File: config.mk
export PLATFORM = sky130hd
export DESIGN_NAME = mod_counter
export DESIGN_NICKNAME = d
export VERILOG_FILES = /design/src/rtl/mod_counter.sv
export SDC_FILE = /design/constraint.sdc
export NUM_CORES = 1
export LEC_CHECK = 0
export ABC_AREA = 1
export CAP_MARGIN = 20
export CORE_AREA = 5 5 52 54
export CTS_CLUSTER_DIAMETER = 30
export CTS_CLUSTER_SIZE = 25
export DETAILED_ROUTE_END_ITERATION = 6
export DIE_AREA = 0 0 57 59
export PLACE_DENSITY = 0.81
export SYNTH_ARGS = -nofsm -noshare
export SYNTH_HDL_FRONTEND = slang
export SYNTH_SLANG_ARGS = --single-unit
export TNS_END_PERCENT = 20
File: constraint.sdc
create_clock -name clock -period 3.6 [get_ports clock]
set_input_delay 0.72 -clock clock [delete_from_list [all_inputs] [get_ports clock]]
set_output_delay 0.72 -clock clock [all_outputs]
set_load 0.01 [all_outputs]
File: src/rtl/mod_counter.sv
// Parametrised modulo counter: programmable terminal value, up/down, load,
// synchronous clear and a one-shot pass FSM with start/busy/done handshake.
module mod_counter #(
    parameter int unsigned WIDTH = 6
) (
    input  logic             clock,
    input  logic             reset,
    input  logic             clr,
    input  logic             load,
    input  logic [WIDTH-1:0] load_val,
    input  logic [WIDTH-1:0] limit,
    input  logic             up_dn,
    input  logic             cnt_en,
    input  logic             mode,
    input  logic             start,
    output logic [WIDTH-1:0] d_out,
    output logic             tc,
    output logic             wrap,
    output logic             busy,
    output logic             done
);

    typedef enum logic {
        IDLE = 1'b0,
        RUN  = 1'b1
    } state_t;

    localparam logic [WIDTH-1:0] ONE = WIDTH'(1);

    state_t           state, state_nxt;
    logic [WIDTH-1:0] cnt_nxt;
    logic [WIDTH-1:0] count_val;
    logic             wrap_nxt;
    logic             done_nxt;

    // Counting up past limit (limit lowered mid-count) is terminal too.
    assign tc = up_dn ? (d_out >= limit) : (d_out == '0);

    always_comb begin
        if (up_dn) count_val = tc ? '0    : d_out + ONE;
        else       count_val = tc ? limit : d_out - ONE;
    end

    always_comb begin
        state_nxt = state;
        cnt_nxt   = d_out;
        wrap_nxt  = 1'b0;
        done_nxt  = 1'b0;
        if (clr) begin
            cnt_nxt   = '0;
            state_nxt = IDLE;
        end else if (load) begin
            cnt_nxt = load_val;
        end else if (!mode) begin
            // Leaving one-shot mode drops RUN silently, no done pulse.
            state_nxt = IDLE;
            if (cnt_en) begin
                cnt_nxt  = count_val;
                wrap_nxt = tc;
            end
        end else begin
            case (state)
                IDLE: begin
                    if (start) begin
                        cnt_nxt   = up_dn ? '0 : limit;
                        state_nxt = RUN;
                    end
                end
                RUN: begin
                    if (cnt_en) begin
                        if (tc) begin
                            state_nxt = IDLE;
                            done_nxt  = 1'b1;
                        end else begin
                            cnt_nxt = count_val;
                        end
                    end
                end
                default: state_nxt = IDLE;
            endcase
        end
    end

    always_ff @(posedge clock or posedge reset) begin
        if (reset) begin
            state <= IDLE;
            d_out <= '0;
            wrap  <= 1'b0;
            done  <= 1'b0;
        end else begin
            state <= state_nxt;
            d_out <= cnt_nxt;
            wrap  <= wrap_nxt;
            done  <= done_nxt;
        end
    end

    assign busy = (state == RUN);

endmodule
==> flow_summary.json <==
{
  "status": "completed",
  "crit_chain": "clkdlybuf4s50_1 -> inv_1 -> ha_1 -> nand2_1 -> a21oi_1 -> nor2_1 -> nand2_1 -> nand2_4 -> inv_1 -> clkdlybuf4s50_1",
  "synth.distinct_cells": 25,
  "cts_setup_buffers": 0,
  "fp.dieH_um": 59,
  "p_sw_mw": 0.1570,
  "syn-cell-area_sq_um": 1035,
  "hold_class": "reg -> reg",
  "slew_viol_final": 0,
  "clock_latency_ns": 0.26,
  "ant_nets": 0,
  "cts_root_buffer": "clkbuf_4",
  "fp.dieW_um": 57,
  "p_leak_nw": 0.6792,
  "pre_cts_ws_ns": 0.2746,
  "cts_made_buffers": 3,
  "syn_avg_cell_area_sq_um": 6.196,
  "num-nets-final": 227,
  "path_max_fanout": 9,
  "cts.path.max_buffers": 2,
  "fin_setup_tns_ns": 0,
  "worstHoldStart": "busy$_DFFE_PP0P_",
  "grt_util_all_layers": 0.1741,
  "rsz0062_at_grt": "false",
  "critPathLaunch": "limit[3]",
  "post-route-drc-count": 0,
  "cp-start-kind": "primary input",
  "hold_ws_ns": 0.5797,
  "area_delta_synth_final_pct": 31.68,
  "clkTransAtPathRegs_ns": 0.06,
  "power.share.sequential": 0.341,
  "worstMarginPinSlew_ns": 0.4094,
  "fin_util": 0.6280,
  "io_pins": 30,
  "rows": 17,
  "vias": 1138,
  "crit_slowest_cell": "clkdlybuf4s50_1",
  "totalWireLength_mm": 2.736,
  "cts_resized": 0,
  "ir_worst_vdd_uv": 280.1,
  "layout-drive-gt1-share": 0.07107,
  "synth_nets": 196,
  "yosys_register_bits": 9,
  "critPathCaptureType": "primary output",
  "ys_warn_count": 0,
  "maxCapViolCount": 0,
  "core-area_sq_um": 2170,
  "first_iter_violations": 29,
  "antenna_found_initial": 0,
  "switching_share": 0.3985,
  "arrival_ns": 2.63,
  "grt_start_max_net_pins": 11,
  "cts_hold_buffers": 0,
  "setup_violations": 0,
  "hold_violations": 0,
  "grt_pass1_vias": 1029,
  "gr-total-overflow": 0,
  "min_period_ns": 3.354,
  "regArea_sq_um": 225.2,
  "powerDensity_nw_per_um2": 289.1,
  "crit_required_ns": 2.88,
  "place_hpwl_mm": 2.225,
  "crit_path_max_incr_delay_ns": 0.53,
  "die_area_sq_um": 3363,
  "io_buffers": 29,
  "slew_headroom": 0.7271,
  "multi_input_area_sq_um": 663.1,
  "diodes": 0,
  "grt_first_pass_wirelength_mm": 4.595,
  "pwr-share-clk": 0.198,
  "first_pass_iters": 4,
  "place_congestion": 0.9045,
  "period_share": 0.9318,
  "vias_per_cell": 5.058,
  "syn-instance-count": 167,
  "start_util": 0.4769,
  "p_int_mw": 0.2369,
  "cts_tree": "yes",
  "worst_slack_ns": 0.2456,
  "synth-seq-area-share": 0.2177,
  "wl_per_cell_um": 12.16,
  "cts_sinks": 9,
  "skew_ns": 0.005213,
  "fillers": 203,
  "combPwrFrac": 0.462,
  "timing.rr.start": "d_out[0]$_DFFE_PP0P_",
  "max_freq_mhz": 298.1,
  "critPathKind": "in -> out",
  "ctsHtreeMaxLevel": 1
}
==> flip-flops by register name, summed over array words and instances (netlist names) <==
signal and count:
d_out 6, busy 1, done 1, wrap 1
==> worst max-delay path: cells and delay by family <==
kind	cells	cell delay [ns]
AO/OA/AOI/OAI	1	0.14
buffers and inverters	4	1.14
AND/OR/NAND/NOR	4	0.34
adder cells (fa/ha/maj)	1	0.29
==> cell usage after synthesis <==
cell type | instances | area, sq um
nor2_2 | 1 | 6.260
inv_1 | 27 | 101.4
ha_1 | 9 | 112.6
inv_2 | 3 | 11.26
xor2_1 | 1 | 8.760
o211ai_1 | 1 | 7.510
nand2_1 | 36 | 135.1
nor2_1 | 32 | 120.1
xnor2_1 | 1 | 8.760
o21ai_0 | 8 | 40.04
a21oi_1 | 11 | 55.05
o221ai_1 | 1 | 8.760
buf_6 | 1 | 11.26
clkinv_1 | 1 | 3.750
nor3_1 | 1 | 5.000
nand2_4 | 2 | 22.52
dfrtp_1 | 9 | 225.2
nor2_4 | 1 | 11.26
nand3_1 | 12 | 60.06
buf_2 | 1 | 5.000
nand3_2 | 1 | 10.01
nand4_1 | 3 | 18.77
buf_4 | 1 | 7.510
inv_4 | 1 | 6.260
o21ai_4 | 2 | 32.53
==> metal layers <==
| metal | vias to the layer above | wire length (um) | global-route usage |
|---|---|---|---|
| met1 | 505 | 1167 | 0.2166 |
| met3 | 4 | 241 | 0.06972 |
| met2 | 43 | 1298 | 0.2790 |
| met4 | 0 | 29 | 0.04967 |
| met5 | - | 0 | 0 |
| li1 | 586 | - | - |
==> final timing paths <==
check	endpoint	depth (start not counted)	slack (ns)
setup / recovery	tc	10	0.25
max in group asynchronous	d_out[4]$_DFFE_PP0P_	2	2.63
setup reg to reg	d_out[2]$_DFFE_PP0P_	13	1.53
hold reg to reg	busy$_DFFE_PP0P_	2	0.58
hold / removal	busy$_DFFE_PP0P_	2	0.58
min in group asynchronous	wrap$_DFF_PP0_	2	0.71
==> per-stage QoR <==
step / instance area, sq um / power, mW / instances
6_report: 1363 / 0.3940 / 225
5_1_grt: 1363 / 0.4250 / 225
4_1_cts: 1363 / 0.3961 / 225
3_5_place_dp: 1336 / 0.3173 / 221
3_3_place_gp: 1336 / 0.3111 / 221
2_1_floorplan: 1035 / 0.2479 / 167
==> cell families (layout without fill, tap and decap cells) <==
| group | count (synthesis) | count (layout) | share of synthesized area |
|---|---|---|---|
| and+or+nand+nor | 89 | 89 | 0.3761 |
| xor gates and xnor gates | 2 | 2 | 0.01693 |
| adders and majority gates | 9 | 9 | 0.1088 |
| buffers and inverters | 35 | 65 | 0.1415 |
| DFF | 9 | 9 | 0.2177 |
| AOI/OAI and AO/OA | 23 | 23 | 0.1391 |
==> layout make-up <==
class,count,area share
multi-input combinational,123,0.4867
tap,28,0.02571
clock buffer,4,0.01928
timing repair buffer,29,0.2130
inverter,32,0.08999
sequential,9,0.1653
==> power groups by stage <==
stage / sequential (mW) / combinational [mW] / clock (mW)
6_report: 0.134 / 0.182 / 0.0779
5_1_grt: 0.137 / 0.203 / 0.0848
4_1_cts: 0.134 / 0.183 / 0.0793
3_5_place_dp: 0.136 / 0.181 / 0
3_3_place_gp: 0.136 / 0.176 / 0
2_1_floorplan: 0.129 / 0.119 / 0
==> placed cells by master (no fill, tap or decap), types with 8 or more instances in the layout <==
cell type,Yosys,routed
dfrtp_1,9,9
o21ai_0,8,8
nand2_1,36,36
ha_1,9,9
inv_1,27,27
nor2_1,32,32
clkdlybuf4s50_1,0,29
nand3_1,12,12
a21oi_1,11,11
No activity file was read; power rests on OpenSTA's default activity.
==> patch (same flow settings) <==
Add an input register stage for `mode`, cleared by the reset; this delays it by one clock. The other inputs are not delayed to match.
--- a/src/rtl/mod_counter.sv
+++ b/src/rtl/mod_counter.sv
@@ -27,6 +27,16 @@
 
     localparam logic [WIDTH-1:0] ONE = WIDTH'(1);
 
+    logic mode_q;
+
+    always_ff @(posedge clock or posedge reset) begin
+        if (reset) begin
+            mode_q <= '0;
+        end else begin
+            mode_q <= mode;
+        end
+    end
+
     state_t           state, state_nxt;
     logic [WIDTH-1:0] cnt_nxt;
     logic [WIDTH-1:0] count_val;
@@ -51,7 +61,7 @@
             state_nxt = IDLE;
         end else if (load) begin
             cnt_nxt = load_val;
-        end else if (!mode) begin
+        end else if (!mode_q) begin
             // Leaving one-shot mode drops RUN silently, no done pulse.
             state_nxt = IDLE;
             if (cnt_en) begin
Behaviour: not the same (Yosys sat finds a counterexample within 4 cycles, from zero or initial values and one cycle with reset high).
==> patch against the unedited design <==
Design area is 4.6% higher. Setup slack improved by 18 ps. Via count rose by 3.1%. First-iteration DRC count shrank 6.9%. Synthesized cell count increased by 3.6%. Register-to-register slack improved by 160 ps. Worst hold slack got worse by 130 ps. Global-route usage rose by 0.11 points. Maximum frequency grew 0.53%. Wire length is 2.9% higher. Sequential cell count rose by 1. Total power is 4.3% higher. Count of clock-buffer cells in the layout shrank 1. Area after synthesis increased by 4.8%.
==> patch: results (changes against the unedited design) <==
| Metric | Value |
|---|---|
| Status | complete, no violations |
| Fraction of layout cells with a size suffix above 1 | 0.09804 (+0.02697) |
| Vias per cell | 5.056 (about the same) |
| Switching pwr | 0.1631 mW (+3.9%) |
| Vias in the first global route | 1162 (+13%) |
| Worst-skew pair later-pin latency | 260 ps (about the same) |
| Hpwl dp | 2313 microns (+4.0%) |
| Largest register FFs | 6 (unchanged) |
| Gates resized, CTS repair | 0 (unchanged) |
| Ranking of synthesized cells by area | dfrtp_1 23%, nor2_1 12%, ha_1 10% |
| Post-synth top cells | 35 x nor2_1, 30 x inv_1, 29 x nand2_1 |
| Sequential share of the synthesized area | 0.2307 (+0.01303) |
| Placed Area | 0.001403 sq mm (+5.0%) |
| GPL Wtd Cong | 0.9557 (+5.7%) |
| DR iter-0 viols | 27 (-6.9%) |
| Post-Syn Nets | 202 (+3.1%) |
| Crit path from | limit[5] |
| Post-synth cell types | 23 (-8.0%) |
| Nets@finish | 235 (+3.5%) |
| Worst-path fanout max | 7 (-2) |
| Startpoint of the worst hold path | mode_q |
| Clock Skews | 7.620 ps (+2.407 ps) |
| Static Leak | 0.7103 nW (+4.6%) |
| Relative slew slack | 0.7545 (+0.02740) |
| Initial antenna violation count | 0 (unchanged) |
| Peak VDD IR | 0.0002769 V (-1.1%) |
| Fillers | 196 (-3.4%) |
| First-pass GRT wire length | 4698 microns (+2.2%) |
| Drt wl/cell | 12.13 microns (-0.22%) |
| Overall routing resource usage | 0.1752 (+0.001071) |
| Worst path arrival time | 2620 ps (about the same) |
| 1st-pass router iterations | 4 (unchanged) |
-- patch: changes by cell type after synthesis, sizes merged, moves of 2 or more --
cell / delta
nor3: +3
nor2: +5
buf: -2
inv: +3
o21ai: -3
nand2: -3
-- patch: final timing paths --
path | end | depth (start not counted) | slack, ps
hold reg to reg | wrap | 1 | 450
min in group asynchronous | d_out[0] | 2 | 720
max in group asynchronous | d_out[5] | 2 | 2600
setup / recovery | tc | 10 | 260
setup reg to reg | d_out[4] | 13 | 1690
hold / removal | wrap | 1 | 450
-- patch: layer usage --
metal | GRT usage | wire [microns] | vias to the layer above
met2 | 0.3442 | 1444 | 50
met4 | 0.03642 | 27 | 0
met1 | 0.1907 | 1143 | 513
met3 | 0.03922 | 199 | 6
met5 | 0 | 0 | -
li1 | - | - | 604
-- patch: power by group through the flow --
stage                     Clock (mW)  Sequential, mW  Combinational (mW)
after global placement             0           0.148               0.182
after global routing          0.0819           0.148               0.215
after floorplan                    0           0.144               0.122
after CTS                     0.0732           0.146               0.191
final                         0.0724           0.147               0.192
after detailed placement           0           0.148               0.190
-- patch: logic make-up (layout without fill, tap and decap cells) --
| kind of cell | count (synthesis) | after routing | share of synthesized area |
|---|---|---|---|
| and+or+nand+nor | 95 | 95 | 0.4141 |
| buffers and inverters | 36 | 67 | 0.1315 |
| AOI/OAI and AO/OA | 20 | 20 | 0.09573 |
| DFF | 10 | 10 | 0.2307 |
| adders and majority gates | 9 | 9 | 0.1038 |
| xor gates and xnor gates | 3 | 3 | 0.02423 |
-- patch: area by class of cell --
class | count | area [sq um] | area share
clock buffer | 3 | 22.52 | 0.01580
inverter | 34 | 127.6 | 0.08955
multi-input combinational | 127 | 691.9 | 0.4855
sequential | 10 | 250.2 | 0.1756
tap | 28 | 35.03 | 0.02458
timing repair buffer | 30 | 297.8 | 0.2090
-- patch: per-stage QoR --
step / std cells / setup WS (ps)
final: 232 / 263.2
after detailed placement: 229 / 270.3
after floorplan: 173 / 1342
after global placement: 229 / 338.0
after global routing: 232 / 179.5
after CTS: 232 / 264.1
-- patch: critical path, delay by kind of cell --
family | cells | cell delay (ps)
buf+inv | 4 | 1140
simple gates | 4 | 320
fa+ha+maj | 1 | 290
compound gates | 1 | 140
